$ cat src/rtl/alu_ctrl_pkg.sv
// Shared encodings for the CPE142 EX-stage ALU control and the sequenced
// multiply/divide engine.
package alu_ctrl_pkg;

  localparam logic [1:0] ALUOP_MEM = 2'b00;
  localparam logic [1:0] ALUOP_BR  = 2'b01;
  localparam logic [1:0] ALUOP_R   = 2'b10;
  localparam logic [1:0] ALUOP_I   = 2'b11;

  localparam logic [3:0] F_ADD = 4'b0000;
  localparam logic [3:0] F_SUB = 4'b0001;
  localparam logic [3:0] F_AND = 4'b0010;
  localparam logic [3:0] F_OR  = 4'b0011;
  localparam logic [3:0] F_MUL = 4'b0100;
  localparam logic [3:0] F_DIV = 4'b0101;
  localparam logic [3:0] F_SLL = 4'b1000;
  localparam logic [3:0] F_SRL = 4'b1001;
  localparam logic [3:0] F_ROL = 4'b1010;
  localparam logic [3:0] F_ROR = 4'b1011;

  localparam logic [2:0] C_ADD = 3'b000;
  localparam logic [2:0] C_SUB = 3'b001;
  localparam logic [2:0] C_AND = 3'b010;
  localparam logic [2:0] C_OR  = 3'b011;
  localparam logic [2:0] C_SLL = 3'b100;
  localparam logic [2:0] C_SRL = 3'b101;
  localparam logic [2:0] C_ROL = 3'b110;
  localparam logic [2:0] C_ROR = 3'b111;

  typedef enum logic [1:0] {
    S_IDLE = 2'b00,
    S_MUL  = 2'b01,
    S_DIV  = 2'b10,
    S_DONE = 2'b11
  } state_t;

endpackage

$ cat src/rtl/mul_div_seq.sv
// Iterative unsigned multiply (shift-add) / divide (restoring) engine.
// One iteration per clock, WIDTH iterations per operation.
module mul_div_seq
  import alu_ctrl_pkg::*;
#(
  parameter int WIDTH = 16
) (
  input  logic             clk,
  input  logic             rst,
  input  logic             start,
  input  logic             op,
  input  logic [WIDTH-1:0] a,
  input  logic [WIDTH-1:0] b,
  output logic             busy,
  output logic             done,
  output logic [WIDTH-1:0] res_hi,
  output logic [WIDTH-1:0] res_lo,
  output logic             dz
);

  localparam int CNT_W = $clog2(WIDTH) + 1;
  localparam logic [CNT_W-1:0] LAST = CNT_W'(WIDTH - 1);

  state_t state, state_nxt;
  logic [CNT_W-1:0]   cnt;
  logic [WIDTH-1:0]   opnd;
  logic [2*WIDTH-1:0] acc;

  // acc = {partial product high, multiplier remaining}; carry goes into the top bit.
  function automatic logic [2*WIDTH-1:0] mul_step(input logic [2*WIDTH-1:0] p,
                                                  input logic [WIDTH-1:0]   m);
    logic [WIDTH:0] sum;
    sum = {1'b0, p[2*WIDTH-1:WIDTH]} + {1'b0, (p[0] ? m : '0)};
    return {sum, p[WIDTH-1:1]};
  endfunction

  // acc = {partial remainder, dividend bits / quotient bits shifting in}.
  function automatic logic [2*WIDTH-1:0] div_step(input logic [2*WIDTH-1:0] r,
                                                  input logic [WIDTH-1:0]   d);
    logic [WIDTH:0] sh;
    logic [WIDTH:0] diff;
    sh   = {r[2*WIDTH-1:WIDTH], r[WIDTH-1]};
    diff = sh - {1'b0, d};
    if (sh >= {1'b0, d}) return {diff[WIDTH-1:0], r[WIDTH-2:0], 1'b1};
    else                 return {sh[WIDTH-1:0],   r[WIDTH-2:0], 1'b0};
  endfunction

  always_ff @(posedge clk) begin
    if (rst) state <= S_IDLE;
    else     state <= state_nxt;
  end

  always_comb begin
    state_nxt = state;
    case (state)
      S_IDLE, S_DONE: begin
        if (!start)   state_nxt = S_IDLE;
        else if (!op) state_nxt = S_MUL;
        else          state_nxt = (b == '0) ? S_DONE : S_DIV;
      end
      S_MUL, S_DIV: if (cnt == LAST) state_nxt = S_DONE;
      default:      state_nxt = S_IDLE;
    endcase
  end

  always_ff @(posedge clk) begin
    if (rst) begin
      cnt  <= '0;
      opnd <= '0;
      acc  <= '0;
      dz   <= 1'b0;
    end else begin
      case (state)
        S_IDLE, S_DONE: begin
          if (start) begin
            cnt <= '0;
            if (!op) begin
              opnd <= a;
              acc  <= {{WIDTH{1'b0}}, b};
              dz   <= 1'b0;
            end else begin
              opnd <= b;
              // A zero divisor short-circuits: quotient all ones, remainder = dividend.
              acc  <= (b == '0) ? {a, {WIDTH{1'b1}}} : {{WIDTH{1'b0}}, a};
              dz   <= (b == '0);
            end
          end
        end
        S_MUL: begin
          acc <= mul_step(acc, opnd);
          cnt <= cnt + 1'b1;
        end
        S_DIV: begin
          acc <= div_step(acc, opnd);
          cnt <= cnt + 1'b1;
        end
        default: ;
      endcase
    end
  end

  assign busy   = (state == S_MUL) || (state == S_DIV);
  assign done   = (state == S_DONE);
  assign res_hi = acc[2*WIDTH-1:WIDTH];
  assign res_lo = acc[WIDTH-1:0];

endmodule

$ cat src/rtl/alu_control_seq.sv
// EX-stage ALU control: combinational ALUop/funct decode plus a stall
// handshake around the sequenced multiply/divide engine.
module alu_control_seq
  import alu_ctrl_pkg::*;
#(
  parameter int WIDTH   = 16,
  parameter int FUNCT_W = 4,
  parameter int CTRL_W  = 3
) (
  input  logic               clk,
  input  logic               rst,
  input  logic               valid,
  input  logic [1:0]         ALUop,
  input  logic [FUNCT_W-1:0] funct,
  input  logic [WIDTH-1:0]   a,
  input  logic [WIDTH-1:0]   b,
  output logic [CTRL_W-1:0]  ctrl,
  output logic               illegal,
  output logic               stall,
  output logic               busy,
  output logic               done,
  output logic [WIDTH-1:0]   res_hi,
  output logic [WIDTH-1:0]   res_lo,
  output logic               dz
);

  logic is_md;
  logic start;
  logic op_div;

  always_comb begin
    ctrl    = CTRL_W'(C_ADD);
    illegal = 1'b0;
    is_md   = 1'b0;
    case (ALUop)
      ALUOP_MEM: ctrl = CTRL_W'(C_ADD);
      ALUOP_BR:  ctrl = CTRL_W'(C_SUB);
      ALUOP_I:   ctrl = CTRL_W'(C_OR);
      ALUOP_R: begin
        case (funct)
          FUNCT_W'(F_ADD): ctrl = CTRL_W'(C_ADD);
          FUNCT_W'(F_SUB): ctrl = CTRL_W'(C_SUB);
          FUNCT_W'(F_AND): ctrl = CTRL_W'(C_AND);
          FUNCT_W'(F_OR):  ctrl = CTRL_W'(C_OR);
          FUNCT_W'(F_SLL): ctrl = CTRL_W'(C_SLL);
          FUNCT_W'(F_SRL): ctrl = CTRL_W'(C_SRL);
          FUNCT_W'(F_ROL): ctrl = CTRL_W'(C_ROL);
          FUNCT_W'(F_ROR): ctrl = CTRL_W'(C_ROR);
          FUNCT_W'(F_MUL), FUNCT_W'(F_DIV): is_md = 1'b1;
          default: illegal = valid;
        endcase
      end
      default: ;
    endcase
  end

  // The engine accepts only when idle or finishing, so DONE can chain the next op.
  assign op_div = (funct == FUNCT_W'(F_DIV));
  assign start  = valid & is_md & ~busy;
  assign stall  = start | busy;

  mul_div_seq #(
    .WIDTH(WIDTH)
  ) u_engine (
    .clk    (clk),
    .rst    (rst),
    .start  (start),
    .op     (op_div),
    .a      (a),
    .b      (b),
    .busy   (busy),
    .done   (done),
    .res_hi (res_hi),
    .res_lo (res_lo),
    .dz     (dz)
  );

endmodule
$ cat config.mk
export PLATFORM = sky130hd
export DESIGN_NAME = alu_control_seq
export DESIGN_NICKNAME = d
export VERILOG_FILES = /design/src/rtl/alu_ctrl_pkg.sv /design/src/rtl/mul_div_seq.sv /design/src/rtl/alu_control_seq.sv
export SDC_FILE = /design/constraint.sdc
export NUM_CORES = 1
export LEC_CHECK = 0
export BUFFER_PORTS_ARGS = -buffer_cell sky130_fd_sc_hd__buf_2
export CAP_MARGIN = 20
export CORE_UTILIZATION = 60
export CTS_CLUSTER_SIZE = 14
export DETAILED_ROUTE_END_ITERATION = 16
export PLACE_DENSITY = 0.88
export SLEW_MARGIN = 15
export SYNTH_ARGS = -nofsm -noshare
export SYNTH_HDL_FRONTEND = slang
export SYNTH_HIERARCHICAL = 1
export SYNTH_SLANG_ARGS = --single-unit
$ cat constraint.sdc
create_clock -name clk -period 4.25 [get_ports clk]
set_input_delay 0.425 -clock clk [delete_from_list [all_inputs] [get_ports clk]]
set_output_delay 0.425 -clock clk [all_outputs]
set_load 0.01 [all_outputs]
==> flow_summary.ini, run 1 <==
[run_status]
outcome = finished, final reports clean

[timing]
rsz0062_at_grt = false
clock.fmax_mhz = 299.9
slew_violations = 0
fin_crit_ps = 3335
setup_violations = 0
hold_viol_final = 0
worst_slew_pin_slew_ps = 731.0
max_slew_margin_pct = 51.27
tns_ps = 0
post-route-period-util_pct = 78.47
fin_skew_ps = 5.755

[synthesis]
synth_top_area_share_pct = 23.62
synth-xor-area-share_pct = 3.691
yosysUniqueCellTypes = 64
synth_top_family_by_area = compound AO/OA/AOI/OAI gates
syn_area_per_cell_um2 = 7.857
synth_mux_area_share_pct = 5.774
synthAdderAreaFrac_pct = 10.60
synthTopCellsByArea = dfxtp_1 24%, ha_1 9.8%, a21oi_1 7.3%
syn-instance-count = 604
ys_ff_latch = 56
synthFlopType = dfxtp_1
yosysTopAreaCell = dfxtp_1
synth_simple_gate_area_share_pct = 18.17
syn_nets = 684
yosys_warnings = 6
synthArstFlopShare_pct = 0
synth-compound-area-share_pct = 32.45
synth_edf_count = 0
synth-seq-area-share_pct = 23.62
syn_area_um2 = 4746

[critical_path]
path_delay_family = compound AO/OA/AOI/OAI gates
crit_chain = nand2_1 -> inv_1 -> ha_1 -> a211oi_2 -> o21ai_1 -> a21oi_1 -> o31ai_1 -> a2111oi_0 -> nor3_1 -> xor2_1 -> a221o_1
crit_buf_inv = 1
critPathSlowestCell = dfxtp_1
start_kind = flop
max_stage_delay_ps = 710
cp.arrival_ps = 3550
crit_required_ps = 4460
path_max_fanout = 19
critPathKind = reg -> reg
cp-end-kind = flop

[power_and_ir_drop]
ir_drop_uv = 390.5
powerDensity_nw_per_um2 = 378.5
leakage_nw = 2.129

[routing]
drc = 0
vias = 5149
dr.pass1.iters = 6
wl_per_cell_um = 18.89
drtIter0Drc = 605
routed_wl_mm = 14.49
via_per_inst = 6.713
postRouteAntennaNets = 0

[final_layout]
layout-drive-gt1-share_pct = 17.44
nNetsFinal = 745
antenna_cells = 0
final_cell_area_um2 = 5334
nFillCells = 652
syn2layout_area_growth_pct = 12.39

[clock_tree]
numCtsBuffers = 5
ctsHoldBuffers = 0
cts_tree = done
ctsHtreeMaxLevel = 2
clk_latency_ps = 320
cts_sinks = 56
cts_max_path_buffers = 2
cts_setup_buffers = 0
root_buffer = clkbuf_8
path_clk_slew_ps = 100
cts_resized = 0

[global_routing]
grt_max_degree = 49
grt_usage_pct = 34.36
first_global_vias = 4661
grt_overflow_total = 0
antenna_found_initial = 0
grt_pass1_wl_mm = 22.87

[floorplanning]
coreArea_um2 = 7687
ios = 81
die_w_um = 90.94
rows = 32
start_util_pct = 61.74
die_y_um = 90.94
die_area_um2 = 8269

[placement]
gp_congestion = 1.011
hpwl_mm = 10.56
port_buffers = 80
placed_area_um2 = 5205

[worst_hold_path]
hp-class = in -> reg

[job]
drv_cap = 0
==> layout make-up <==
| cell class | instances | area, um^2 | area share (%) |
|---|---|---|---|
| timing repair buffer | 88 | 460.4 | 8.632 |
| sequential | 56 | 1121 | 21.02 |
| clock inverter | 2 | 60.06 | 1.126 |
| clock buffer | 5 | 68.82 | 1.290 |
| tap | 102 | 127.6 | 2.393 |
| inverter | 35 | 131.4 | 2.463 |
| multi-input combinational | 479 | 3364 | 63.08 |
==> cells in the mapped netlist, types with 13 or more instances <==
cell type  number
a211oi_1       24
a21oi_1        69
a22oi_1        30
and2_1         18
clkbuf_1       22
dfxtp_1        56
ha_1           37
inv_1          34
mux2i_1        24
nand2_1        19
nor2_1         68
nor3_1         13
o211ai_1       17
o21ai_0        22
or3_1          16
==> per-stage QoR <==
step	utilization, %	power, mW	setup WS, ps	std cells	hold slack [ps]
final	69.38	2.019	915.0	767	452.3
after global placement	67.71	1.555	1237	760	465.6
after detailed placement	67.71	1.586	1130	760	486.6
after floorplan	-	1.279	1460	604	453.7
after CTS	69.38	1.992	1070	767	446.5
after global routing	69.38	2.116	704.8	767	458.5
==> report_power, final <==
| part | switching (mW) | leakage [nW] | internal [mW] | total, mW |
|---|---|---|---|---|
| Sequential | 0.0347 | 0.452 | 0.552 | 0.587 |
| Clock | 0.181 | 0.0642 | 0.232 | 0.413 |
| Combinational | 0.697 | 1.61 | 0.322 | 1.02 |
| Total | 0.913 | 2.13 | 1.11 | 2.02 |
==> flip-flops by register name, indices dropped and copies added, names as in the netlist <==
signal	flops
u_engine/state	2
u_engine/acc	32
u_engine/cnt	5
u_engine/opnd	16
u_engine/dz	1
==> cell usage in the layout, fill, tap and decap left out, types with 4 or more instances in the layout <==
| cell type | n |
|---|---|
| o211ai_1 | 17 |
| a21o_1 | 7 |
| mux2i_1 | 24 |
| and2_1 | 18 |
| a211oi_1 | 24 |
| a21oi_1 | 69 |
| nand2_1 | 19 |
| clkbuf_8 | 5 |
| ha_1 | 37 |
| nand2b_1 | 5 |
| nor2b_1 | 5 |
| nand3_1 | 4 |
| a22oi_1 | 30 |
| inv_1 | 34 |
| xor2_1 | 8 |
| a221oi_1 | 6 |
| dfxtp_1 | 56 |
| nor3_1 | 13 |
| buf_4 | 8 |
| and3_1 | 4 |
| buf_2 | 80 |
| or3_1 | 16 |
| xnor2_1 | 12 |
| o221ai_1 | 4 |
| nand4_1 | 4 |
| nor2_1 | 66 |
| nor4_1 | 4 |
| o21ai_0 | 22 |
| a31oi_1 | 6 |
| o21a_1 | 8 |
==> kinds of logic (layout without fill, tap and decap cells) <==
| group | after synthesis | after routing |
|---|---|---|
| DFF | 56 | 56 |
| buffers and inverters | 69 | 130 |
| muxes | 27 | 27 |
| AOI/OAI and AO/OA | 224 | 224 |
| adders and majority gates | 39 | 39 |
| and+or+nand+nor | 169 | 169 |
| xor gates and xnor gates | 20 | 20 |
==> routing by layer <==
metal	part of all wire, %	track usage (%)	up-vias
li1	-	-	2379
met1	40	45.04	2371
met2	47	56.63	348
met3	11	5.193	51
met4	3.2	13.62	0
met5	0	0	-
==> worst paths after layout <==
check | startpoint | depth (start not counted) | slack [ps] | to
setup / recovery | u_engine/acc[0] | 11 | 920 | u_engine/acc[28]
setup reg to reg | u_engine/acc[0] | 11 | 920 | u_engine/acc[28]
hold reg to reg | u_engine/opnd[15] | 2 | 520 | u_engine/opnd[15]
hold / removal | b[5] | 3 | 450 | u_engine/acc[5]
==> tightest hold or removal path, stage by stage <==
cell	delay, ps
buf_2	100
o211ai_1	80
a21oi_1	120
(Power assumes the default switching activity.)
==> run 2: changes to the inputs <==
--- a/config.mk
+++ b/config.mk
@@ -7,10 +7,10 @@
 export LEC_CHECK = 0
 export BUFFER_PORTS_ARGS = -buffer_cell sky130_fd_sc_hd__buf_2
 export CAP_MARGIN = 20
-export CORE_UTILIZATION = 60
+export CORE_UTILIZATION = 58
 export CTS_CLUSTER_SIZE = 14
 export DETAILED_ROUTE_END_ITERATION = 16
-export PLACE_DENSITY = 0.88
+export PLACE_DENSITY = 0.86
 export SLEW_MARGIN = 15
 export SYNTH_ARGS = -nofsm -noshare
 export SYNTH_HDL_FRONTEND = slang
==> constraint.sdc (replaced) <==
create_clock -name clk -period 3.1 [get_ports clk]
set_input_delay 0.31 -clock clk [delete_from_list [all_inputs] [get_ports clk]]
set_output_delay 0.31 -clock clk [all_outputs]
set_load 0.01 [all_outputs]
==> flow_summary.ini, run 2 (same netlist as run 1, synthesis figures left out) <==
[placement]
dpl.cell_count = 772
port_buffers = 80
hpwl_mm = 11.26
gp_congestion = 0.9841

[critical_path]
cp_common_cell = a21oi_1
r2r_setup_slack_ps = 170
critPathKind = reg -> reg
crit_buf_inv = 1
crit_required_ps = 3330
critPathSlowestCell = dfxtp_2
worstReg2RegEnd = u_engine/acc[31]
cp.arrival_ps = 3160
start_kind = flop
cp-end-kind = flop
r2r_start = u_engine/acc[0]
max_stage_delay_ps = 440
r2r_cells = 12
crit_chain = and2_1 -> ha_1 -> inv_1 -> fa_1 -> nand2b_1 -> a21oi_1 -> o211ai_1 -> nand2_1 -> a21oi_1 -> a21oi_1 -> nand2_1 -> a311oi_1
path_delay_family = compound AO/OA/AOI/OAI gates
path_max_fanout = 11

[routing]
postRouteAntennaNets = 0
routed_wl_mm = 14.90
drtIter0Drc = 516
vias = 5114
drc = 0
wl_per_cell_um = 19.10
dr.pass1.iters = 5
via_per_inst = 6.556

[floorplanning]
coreArea_um2 = 7807
rows = 32
ios = 81
start_util_pct = 60.79
die_y_um = 92.46
die_area_um2 = 8548
die_w_um = 92.46

[worst_hold_path]
min_from = b[13]
hold_end = u_engine/acc[13]
worstHoldPathCells = 3
hp-class = in -> reg

[final_layout]
top_regs = u_engine/acc x32, u_engine/opnd x16, u_engine/cnt x5
largest_register = u_engine/acc
nFillCells = 672
final_cell_mix = 80 x buf_2, 69 x a21oi_1, 66 x nor2_1
nNetsFinal = 757
layout-drive-gt1-share_pct = 19.32
syn2layout_area_growth_pct = 13.63
largest_reg_flops = 32
final_common_cell = buf_2
final_cells = 780
fin_util_pct = 69.07
antenna_cells = 0

[power_and_ir_drop]
leakage_nw = 2.181
ir_drop_uv = 558.5
powerDensity_nw_per_um2 = 493.9
total_power_mw = 2.663

[clock_tree]
numCtsBuffers = 5
ctsHtreeMaxLevel = 2
ctsHoldBuffers = 0
cts_sinks = 56
path_clk_slew_ps = 120
cts_tree = done
clk_latency_ps = 330
root_buffer = clkbuf_8
cts_max_path_buffers = 2

[global_routing]
grt_max_degree = 49
first_global_vias = 4690
grt_overflow_total = 0
antenna_found_initial = 0
grt_pass1_wl_mm = 23.86
grt_usage_pct = 35.18

[timing]
fin_skew_ps = 10.40
post-route-period-util_pct = 94.41
rsz0062_at_grt = false
worst_slew_pin_slew_ps = 601.1
fin_crit_ps = 2927
max_slew_margin_pct = 59.89
tns_ps = 0
slew_violations = 0
clock.fmax_mhz = 341.7
hold_viol_final = 0
setup_violations = 0

[job]
drv_cap = 0

[run_status]
outcome = finished, final reports clean
[run 2: area by class of cell]
class | count | area [um^2] | area share (%)
multi-input cells | 479 | 3369 | 62.48
flip-flops and latches | 56 | 1122 | 20.81
repair buffers | 100 | 550.5 | 10.21
inverters | 35 | 131.4 | 2.436
well taps | 102 | 127.6 | 2.367
clock buffers | 5 | 68.82 | 1.276
clock inverters | 3 | 22.52 | 0.4176
[run 2: per-stage QoR]
step | worst slack (ps) | hold WS [ps] | cell area [um^2]
after floorplan | 310.5 | 453.7 | 4746
after global placement | 222.2 | 466.3 | 5295
after detailed placement | 158.7 | 479.5 | 5295
after CTS | 129.4 | 310.4 | 5386
after global routing | 18.71 | 310.1 | 5393
final | 173.4 | 307.2 | 5393
[run 2: worst max path at each step]
stage	startpoint	endpoint	slack, ps	cells past startpoint
after floorplan	u_engine/acc[0]	u_engine/acc[28]	310	11
after global placement	u_engine/acc[0]	u_engine/acc[31]	220	12
after detailed placement	u_engine/acc[0]	u_engine/acc[28]	160	12
after CTS	u_engine/acc[15]	u_engine/acc[30]	130	12
after global routing	u_engine/acc[0]	u_engine/acc[28]	20	12
final	u_engine/acc[0]	u_engine/acc[31]	170	12
[run 2: routing by layer]
layer / share of wire [%] / vias up / wire length [um] / GRT usage [%]
met3: 9.8 / 27 / 1457 / 5.337
met1: 43 / 2381 / 6431 / 49.85
li1: - / 2396 / - / -
met5: 0 / - / 0 / 0
met2: 45 / 310 / 6710 / 54.63
met4: 2.0 / 0 / 301 / 10.94
[run 2: timing repair]
| item | in CTS | in global routing |
|---|---|---|
| gates resized for setup | 0 | 2 |
| setup endpoints to repair | 0 | 4 |
| buffers inserted | 0 | 0 |
[run 2: report_power, final]
group / internal, mW / switching, mW
registers: 0.757 / 0.0425
logic: 0.455 / 0.968
clock network: 0.163 / 0.278
total: 1.38 / 1.29
[run 2: worst register-to-register path, cell delays in order (launching register included)]
cell and delay [ps]:
dfxtp_2 440, and2_1 150, ha_1 210, inv_1 70, fa_1 400, nand2b_1 200, a21oi_1 300, o211ai_1 140
nand2_1 140, a21oi_1 110, a21oi_1 260, nand2_1 140, a311oi_1 280
